`src/rtl/inst_encoder_pkg.sv`:
```
// inst_encoder_pkg
//   Shared types and constants for the instruction encoder/loader.
//   - fmt_e   : instruction format selector (I, S, B, R)
//   - state_e : loader FSM states
//   - OP_*    : RV32 major opcodes for the supported formats
//   - imm_fits: true when a 32-bit value sign-extends from bit 'msb'
package inst_encoder_pkg;

   typedef enum logic [1:0] {
      FMT_I = 2'd0,
      FMT_S = 2'd1,
      FMT_B = 2'd2,
      FMT_R = 2'd3
   } fmt_e;

   typedef enum logic [1:0] {
      ST_IDLE  = 2'd0,
      ST_WRITE = 2'd1,
      ST_FULL  = 2'd2
   } state_e;

   localparam logic [6:0] OP_IMM = 7'b0010011;
   localparam logic [6:0] STORE  = 7'b0100011;
   localparam logic [6:0] BRANCH = 7'b1100011;
   localparam logic [6:0] OP     = 7'b0110011;

   // All bits from 31 down to msb must match, i.e. the value is the sign
   // extension of its low (msb+1) bits.
   function automatic logic imm_fits(input logic [31:0] imm, input int msb);
      logic all_ones;
      logic all_zeros;
      all_ones  = 1'b1;
      all_zeros = 1'b1;
      for (int i = 0; i < 32; i++) begin
         if (i >= msb) begin
            all_ones  = all_ones & imm[i];
            all_zeros = all_zeros & ~imm[i];
         end
      end
      return all_ones | all_zeros;
   endfunction

endpackage

```
`src/rtl/inst_encoder_pack.sv`:
```
// inst_pack
//   Combinational packer: assembles the RV32 instruction word from decoded
//   fields and flags whether the request is encodable.
//   Optional feature macro: INST_ENCODER_RTYPE_EN (adds funct7 / R-format).
//   Ports:
//     fmt, opcode, funct3, rd, rs1, rs2, imm  - decoded fields
//     funct7                                  - R-format only (macro)
//     word                                    - packed instruction
//     legal                                   - immediate in range / format allowed
import inst_encoder_pkg::*;

module inst_pack (
   input  fmt_e        fmt,
   input  logic [6:0]  opcode,
   input  logic [2:0]  funct3,
   input  logic [4:0]  rd,
   input  logic [4:0]  rs1,
   input  logic [4:0]  rs2,
   input  logic [31:0] imm,
`ifdef INST_ENCODER_RTYPE_EN
   input  logic [6:0]  funct7,
`endif
   output logic [31:0] word,
   output logic        legal
);

   always_comb begin
      word  = 32'd0;
      legal = 1'b0;
      case (fmt)
         FMT_I: begin
            word  = {imm[11:0], rs1, funct3, rd, opcode};
            legal = imm_fits(imm, 11);
         end
         FMT_S: begin
            word  = {imm[11:5], rs2, rs1, funct3, imm[4:0], opcode};
            legal = imm_fits(imm, 11);
         end
         FMT_B: begin
            // Branch offsets are halfword multiples; bit 0 is not encoded.
            word  = {imm[12], imm[10:5], rs2, rs1, funct3, imm[4:1], imm[11], opcode};
            legal = imm_fits(imm, 12) & ~imm[0];
         end
         FMT_R: begin
`ifdef INST_ENCODER_RTYPE_EN
            word  = {funct7, rs2, rs1, funct3, rd, opcode};
            legal = 1'b1;
`else
            word  = 32'd0;
            legal = 1'b0;
`endif
         end
         default: begin
            word  = 32'd0;
            legal = 1'b0;
         end
      endcase
   end

endmodule

```
`src/rtl/inst_encoder.sv`:
```
// inst_encoder
//   Instruction encoder/loader. Packs decoded fields into RV32 words and
//   writes them sequentially into instruction memory starting at BASE_ADDR.
//   Optional feature macro: INST_ENCODER_RTYPE_EN (adds funct7_i, R-format).
//   Ports:
//     clk_i, rst_i        - clock, async active-high reset
//     clear_i             - synchronous restart of address/count/error
//     valid_i / ready_o   - request handshake
//     fmt_i .. imm_i      - decoded instruction fields
//     funct7_i            - R-format funct7 (macro only)
//     mem_we_o/addr/data  - memory write, held until mem_ready_i
//     count_o, full_o     - words written, image full
//     err_o               - sticky range/format error
//
//   state    | meaning
//   ---------+----------------------------------------------------------
//   ST_IDLE  | ready for a request; illegal requests only set err_o
//   ST_WRITE | write strobe asserted, waiting for mem_ready_i
//   ST_FULL  | 2^ADDR_W words written; requests ignored until clear/reset
import inst_encoder_pkg::*;

module inst_encoder #(
   parameter int ADDR_W    = 8,
   parameter int BASE_ADDR = 0
) (
   input  logic                clk_i,
   input  logic                rst_i,
   input  logic                clear_i,
   input  logic                valid_i,
   output logic                ready_o,
   input  logic [1:0]          fmt_i,
   input  logic [6:0]          opcode_i,
   input  logic [2:0]          funct3_i,
   input  logic [4:0]          rd_i,
   input  logic [4:0]          rs1_i,
   input  logic [4:0]          rs2_i,
   input  logic [31:0]         imm_i,
`ifdef INST_ENCODER_RTYPE_EN
   input  logic [6:0]          funct7_i,
`endif
   output logic                mem_we_o,
   output logic [ADDR_W+1:0]   mem_addr_o,
   output logic [31:0]         mem_data_o,
   input  logic                mem_ready_i,
   output logic [ADDR_W:0]     count_o,
   output logic                full_o,
   output logic                err_o
);

   localparam logic [ADDR_W+1:0] BASE_A     = (ADDR_W+2)'(BASE_ADDR);
   localparam logic [ADDR_W+1:0] ADDR_STEP  = (ADDR_W+2)'(4);
   localparam logic [ADDR_W:0]   FULL_COUNT = {1'b1, {ADDR_W{1'b0}}};

   state_e          state;
   logic [31:0]     pack_word;
   logic            pack_legal;
   logic [ADDR_W:0] count_nxt;

   inst_pack u_pack (
      .fmt    (fmt_e'(fmt_i)),
      .opcode (opcode_i),
      .funct3 (funct3_i),
      .rd     (rd_i),
      .rs1    (rs1_i),
      .rs2    (rs2_i),
      .imm    (imm_i),
`ifdef INST_ENCODER_RTYPE_EN
      .funct7 (funct7_i),
`endif
      .word   (pack_word),
      .legal  (pack_legal)
   );

   assign count_nxt = count_o + 1'b1;

   always_ff @(posedge clk_i or posedge rst_i) begin
      if (rst_i) begin
         state      <= ST_IDLE;
         ready_o    <= 1'b1;
         mem_we_o   <= 1'b0;
         mem_addr_o <= BASE_A;
         mem_data_o <= 32'd0;
         count_o    <= '0;
         full_o     <= 1'b0;
         err_o      <= 1'b0;
      end else if (clear_i) begin
         // Drops any pending write; mem_data_o keeps its last value.
         state      <= ST_IDLE;
         ready_o    <= 1'b1;
         mem_we_o   <= 1'b0;
         mem_addr_o <= BASE_A;
         count_o    <= '0;
         full_o     <= 1'b0;
         err_o      <= 1'b0;
      end else begin
         case (state)
            ST_IDLE: begin
               if (valid_i) begin
                  if (pack_legal) begin
                     mem_data_o <= pack_word;
                     mem_we_o   <= 1'b1;
                     ready_o    <= 1'b0;
                     state      <= ST_WRITE;
                  end else begin
                     err_o <= 1'b1;
                  end
               end
            end
            ST_WRITE: begin
               if (mem_ready_i) begin
                  mem_we_o   <= 1'b0;
                  mem_addr_o <= mem_addr_o + ADDR_STEP;
                  count_o    <= count_nxt;
                  if (count_nxt == FULL_COUNT) begin
                     full_o <= 1'b1;
                     state  <= ST_FULL;
                  end else begin
                     ready_o <= 1'b1;
                     state   <= ST_IDLE;
                  end
               end
            end
            ST_FULL: begin
               ready_o <= 1'b0;
            end
            default: begin
               state    <= ST_IDLE;
               ready_o  <= 1'b1;
               mem_we_o <= 1'b0;
            end
         endcase
      end
   end

endmodule

```
`config.mk`:
```
export PLATFORM = sky130hd
export DESIGN_NAME = inst_encoder
export DESIGN_NICKNAME = d
export VERILOG_FILES = /design/src/rtl/inst_encoder_pkg.sv /design/src/rtl/inst_encoder_pack.sv /design/src/rtl/inst_encoder.sv
export SDC_FILE = /design/constraint.sdc
export NUM_CORES = 1
export LEC_CHECK = 0
export BUFFER_PORTS_ARGS = -buffer_cell sky130_fd_sc_hd__buf_4
export CORE_ASPECT_RATIO = 0.9
export CORE_UTILIZATION = 52
export DETAILED_ROUTE_END_ITERATION = 8
export PLACE_DENSITY = 0.86
export SETUP_SLACK_MARGIN = 0.1
export SLEW_MARGIN = 20
export SYNTH_ARGS = -nofsm -noshare
export SYNTH_HDL_FRONTEND = slang
export SYNTH_HIERARCHICAL = 1
export SYNTH_SLANG_ARGS = --single-unit
```
`constraint.sdc`:
```
create_clock -name clk_i -period 2.8 [get_ports clk_i]
set_input_delay 0.42 -clock clk_i [delete_from_list [all_inputs] [get_ports clk_i]]
set_output_delay 0.42 -clock clk_i [all_outputs]
set_load 0.02 [all_outputs]
```
After elaboration in Yosys (flattened, before gate mapping). Cells that the tools add are included. Widths: inputs -> output; s select.

Register bits after elaboration: 57. Latch bits: 0. RAM bits: 0. Memory bits (read-only): 0. Input port bits: 64. Output and inout bits: 55. Word-level logic and storage cells: 337. Memories: 0.

$add $sub $neg: 2. $mul: 0. Divide/modulo/power cells: 0. $lt $le $gt $ge: 0. Equal/unequal tests: 12. Shift-type cells: 0. Muxes and demuxes: 157. Bitwise gates (word level): 145. Reductions and logical operators: 13.

Operators with widths (count): $mux 1 (141); $pmux 32 s4 (1); $and 1x1->1 (119); $mux 10 (3); $mux 9 (3); $not 1->1 (23); $ne 3x3->1 const B (4); $reduce_and 4->1 (3); $add 10x3->10 const B (1); $mux 2 (5); $reduce_bool 2->1 (5); $add 9x1->9 const B (1); $eq 9x9->1 const B (1); $eq 2x2->1 const B (3); $pmux 1 s3 (2); $pmux 2 s3 (1); $reduce_and 3->1 (2); $eq 2x1->1 const B (2); $logic_not 2->1 (2); $ne 2x2->1 const B (2); $pmux 1 s4 (1); $or 1x1->1 (3); $reduce_and 2->1 (1).

Logic depth before layout (Yosys ltp).
Depth in word-level cells: 48. Depth in mapped cells: 7. Mapped depth without buffers: 6.

Hierarchy. Netlist, hierarchy kept.

By module, submodules not included: inst_encoder (instances 1, cells an instance 183, area each 2285.9 um^2, sequential area each 1352.5 um^2); inst_pack (instances 1, cells an instance 80, area each 513.0 um^2, sequential area each 0.0 um^2).

Worst setup path after synthesis. OpenSTA, ideal clock, no wires.

Kind: input port to flip-flop. Start point: input fmt_i[1]. End point: register mem_data_o[10]. Library setup time: 0.125 ns. Arrival time: 1.745 ns. Data required time: 2.675 ns. Path slack: 0.930 ns. Stages: 7. Buffers on the path: 2. Cell sequence: buf_4 -> nor3b_2 -> o211ai_1 -> o22ai_1 -> nand3_1 -> buf_2 -> mux2_2.

Longest elaborated chain between the ends: 3. Elaborated cells on any way between the ends: 7. Classes of those cells: eq/ne (3); mux (2); reduce/logical (2).

RTL lines: from (decl) (RTL line inst_encoder.sv:31) `input logic [1:0] fmt_i,`; $eq 2x2->1 (tied with other cells) (RTL line inst_encoder_pack.sv:30) `case (fmt)`; $pmux 1 s4 * (RTL line inst_encoder_pack.sv:30); named net pack_legal (RTL line inst_encoder.sv:56) `logic pack_legal;`; $reduce_and 4->1 (no line) *; to (signal assigned) (RTL line inst_encoder.sv:100) `mem_data_o <= pack_word;`; to (decl) (RTL line inst_encoder.sv:43) `output logic [31:0] mem_data_o,`.

The timed path passes the listed nets; every way through them passes the cells marked *. A chain may end at the register's enable or synchronous reset.

Worst setup path in the final report.
Start point: input fmt_i[1]. End point: register mem_data_o[11].

Same word-level chain as after synthesis.

==> impl_metrics.sql <==
INSERT INTO impl_metrics (metric_group, metric, value, unit) VALUES
('outcome', 'run_status', 'completed', ''),
('sta', 'fmaxAchievable', '522.1', 'MHz'),
('floorplan', 'count_of_standard_cell_rows', '24', ''),
('critical_path', 'cp_data_required_time', '3.00', 'ns'),
('yosys', 'synthTopCellsByArea', 'sky130_fd_sc_hd__dfrtp_1, sky130_fd_sc_hd__mux2_2, sky130_fd_sc_hd__and2_1, sky130_fd_sc_hd__mux2i_1, sky130_fd_sc_hd__nor2_1', ''),
('final_layout', 'areaGrowthSynthToFinish', '34.96', '%'),
('critical_path', 'critPathLaunch', 'fmt_i[1]', ''),
('clock_tree', 'postCtsResizedCells', '0', ''),
('power', 'vdd_ir_drop_max', '0.0002190', 'V'),
('clock_tree', 'cts_tree', 'built', ''),
('global_route', 'first_pass_grt_wire_length', '10.46', 'mm'),
('critical_path', 'critPathArrivalTime', '2.11', 'ns'),
('critical_path', 'worst_setup_end_kind', 'flip-flop', ''),
('floorplan', 'start_util', '55.81', '%'),
('clock_tree', 'cts.repair_timing.setup_buffer_count', '0', ''),
('yosys', 'async_flop_share', '100.0', '%'),
('yosys', 'synth_compound_gate_area_share', '5.364', '%'),
('clock_tree', 'worstSkewPairLatency', '0.31', 'ns'),
('yosys', 'synth_enable_flop_cells', '0', ''),
('yosys', 'synth-xor-area-share', '4.694', '%'),
('placement', 'dp_hpwl', '4.929', 'mm'),
('sta', 'max-slew-margin-rel', '61.36', '%'),
('clock_tree', 'tritoncts.num_buffers', '5', ''),
('sta', 'timing.final.max_slew_violations', '0', ''),
('yosys', 'synth_top_family_by_area', 'simple AND/OR/NAND/NOR gates', ''),
('yosys', 'synth_flop_cell', 'sky130_fd_sc_hd__dfrtp_1', ''),
('global_route', 'globalRouteTotalUtil', '23.99', '%'),
('yosys', 'synth_adder_area_share', '0.8941', '%'),
('flow_run', 'cap_violations', '0', ''),
('clock_tree', 'clock_tree.root_cell', 'sky130_fd_sc_hd__clkbuf_8', ''),
('sta', 'grt_setup_unrepaired', 'false', ''),
('clock_tree', 'max-clock-path-buffers', '2', ''),
('clock_tree', 'cts_hold_buffers', '0', ''),
('yosys', 'total_of_flip_flops_plus_latches_after_synthesis', '54', ''),
('yosys', 'synth_sequential_area_ratio', '48.32', '%'),
('route', 'drc', '0', ''),
('final_layout', 'post_route_cell_area', '3777', 'sq um'),
('final_layout', 'antenna_cells', '0', ''),
('yosys', 'synth.area.mux_share', '17.52', '%'),
('route', 'wirelength_per_cell', '14.65', 'microns'),
('sta', 'finalHoldViolations', '0', ''),
('route', 'vias', '2343', ''),
('final_layout', 'drive_gt1_share', '43.50', '%'),
('clock_tree', 'htreeDepth', '2', ''),
('critical_path', 'path_class', 'in -> reg', ''),
('power', 'p_leak', '1.956', 'nW'),
('sta', 'period_minus_slack', '1.915', 'ns'),
('route', 'drc_violation_total_after_the_first_tritonroute_iteration', '124', ''),
('sta', 'share_of_the_cycle_needed_by_the_critical_path_after_routing', '68.41', '%'),
('route', 'drt.antenna.violating_nets', '0', ''),
('global_route', 'grt_antenna_before_repair', '0', ''),
('final_layout', 'num-fill-cells', '379', ''),
('clock_tree', 'cts.sinks', '54', ''),
('yosys', 'synth_cell_type_count', '37', ''),
('sta', 'final.hold.worst_slack', '0.1107', 'ns'),
('floorplan', 'die_x', '79.34', 'microns'),
('critical_path', 'startpoint_type', 'input port', ''),
('yosys', 'synthesis.area_per_instance', '10.64', 'sq um'),
('final_layout', 'postLayoutCoreUtil', '75.32', '%'),
('yosys', 'post_synth_and_or_nand_nor_area_fraction', '19.18', '%'),
('power', 'power_density', '365.1', 'nW/um^2'),
('placement', 'gp_routability_congestion', '0.7659', ''),
('route', 'totalWireLength', '6.477', 'mm'),
('yosys', 'synth.yosys.warnings', '6', ''),
('route', 'first_pass_iters', '4', ''),
('placement', 'count_of_port_buffers_added_during_placement', '116', ''),
('yosys', 'yosys.area.top_type_share', '47.38', '%'),
('placement', 'placed_cell_area', '3687', 'sq um'),
('sta', 'timing.clock.skew', '0.003105', 'ns'),
('final_layout', 'final_net_count', '442', ''),
('sta', 'worst_slew_pin_slew', '0.5783', 'ns');
==> kinds of logic (layout without fill, tap and decap cells) <==
kind of cell | count (synthesis) | in the layout
muxes | 45 | 45
AOI/OAI and AO/OA | 27 | 27
adders and majority gates | 2 | 2
other | 1 | 2
xor gates and xnor gates | 15 | 15
DFF | 54 | 54
and+or+nand+nor | 99 | 99
buffers and inverters | 20 | 133
==> synthesized netlist by cell type, types with 2 or more instances <==
cell and n:
sky130_fd_sc_hd__clkbuf_1 3, sky130_fd_sc_hd__dfrtp_1 53, sky130_fd_sc_hd__or3_1 3, sky130_fd_sc_hd__nand3_1 6, sky130_fd_sc_hd__o22ai_1 2, sky130_fd_sc_hd__buf_2 3, sky130_fd_sc_hd__buf_4 4, sky130_fd_sc_hd__and4_1 3
sky130_fd_sc_hd__o211ai_1 2, sky130_fd_sc_hd__nor2b_1 3, sky130_fd_sc_hd__o21ai_0 10, sky130_fd_sc_hd__mux2_2 32, sky130_fd_sc_hd__a21oi_1 11, sky130_fd_sc_hd__nor4_1 5, sky130_fd_sc_hd__xor2_1 10, sky130_fd_sc_hd__xnor2_1 5
sky130_fd_sc_hd__mux2i_1 13, sky130_fd_sc_hd__nand4_1 9, sky130_fd_sc_hd__nand2_1 17, sky130_fd_sc_hd__ha_1 2, sky130_fd_sc_hd__and2_1 21, sky130_fd_sc_hd__inv_1 6, sky130_fd_sc_hd__nor2_1 24, sky130_fd_sc_hd__nor3b_2 2
sky130_fd_sc_hd__buf_6 2
==> layout by cell type, fill, tap and decap left out, types with 6 or more instances in the layout <==
master and count:
sky130_fd_sc_hd__buf_4 118, sky130_fd_sc_hd__xor2_1 10, sky130_fd_sc_hd__nand2_1 17, sky130_fd_sc_hd__a21oi_1 11, sky130_fd_sc_hd__mux2_2 32, sky130_fd_sc_hd__mux2i_1 13
sky130_fd_sc_hd__nand3_1 6, sky130_fd_sc_hd__dfrtp_1 53, sky130_fd_sc_hd__nor2_1 24, sky130_fd_sc_hd__nand4_1 9, sky130_fd_sc_hd__o21ai_0 10, sky130_fd_sc_hd__and2_1 21
==> metal layers <==
metal  global-route usage (%)  up-vias  routed length, microns
met5                        0        -                       0
met4                    10.10        0                     138
met3                    4.841       11                     408
met2                    41.67       73                    3266
met1                    29.12     1128                    2664
li1                         -     1131                       -
==> final cells by class <==
cell class / instances / area [sq um] / share of cell area (%)
multi-input cells: 190 / 1341 / 35.51
well taps: 65 / 81.33 / 2.153
clock buffers: 5 / 68.82 / 1.822
clock inverters: 3 / 21.27 / 0.5631
flip-flops and latches: 54 / 1353 / 35.81
inverters: 7 / 26.28 / 0.6956
repair buffers: 118 / 885.9 / 23.45
==> critical path, cell delays in order <==
cell                       delay [ns]
sky130_fd_sc_hd__buf_4           0.23
sky130_fd_sc_hd__nor3b_2         0.26
sky130_fd_sc_hd__o211ai_1        0.13
sky130_fd_sc_hd__o22ai_1         0.31
sky130_fd_sc_hd__nand3_1         0.14
sky130_fd_sc_hd__buf_4           0.28
sky130_fd_sc_hd__mux2_2          0.33
==> sequential cells by signal (all words and copies together) (netlist names) <==
| register | cells |
|---|---|
| err_o | 1 |
| mem_we_o | 1 |
| full_o | 1 |
| mem_data_o | 32 |
| state | 1 |
| ready_o | 1 |
| mem_addr_o | 8 |
| count_o | 9 |
==> power by group <==
part,internal [mW],switching [mW],total (mW)
sequential,0.783,0.00126,0.784
clock,0.176,0.255,0.431
combinational,0.0875,0.0768,0.164
total,1.05,0.333,1.38
==> metrics by stage <==
stage	setup WS [ns]	cells
after detailed placement	0.5949	434
after global routing	0.8344	442
after CTS	0.9291	442
after global placement	0.7089	434
final	0.8845	442
after floorplan	0.9304	264
==> worst paths after layout <==
path / slack (ns) / end / depth (start not counted)
min in group clk_i: 0.33 / mem_we_o / 2
hold reg to reg: 0.49 / ready_o / 2
hold / removal: 0.11 / mem_data_o[6] / 2
setup reg to reg: 1.09 / mem_addr_o[8] / 4
setup / recovery: 0.88 / mem_data_o[11] / 7
max in group asynchronous: 1.87 / ready_o / 3
No activity file was read; power rests on OpenSTA's default activity.
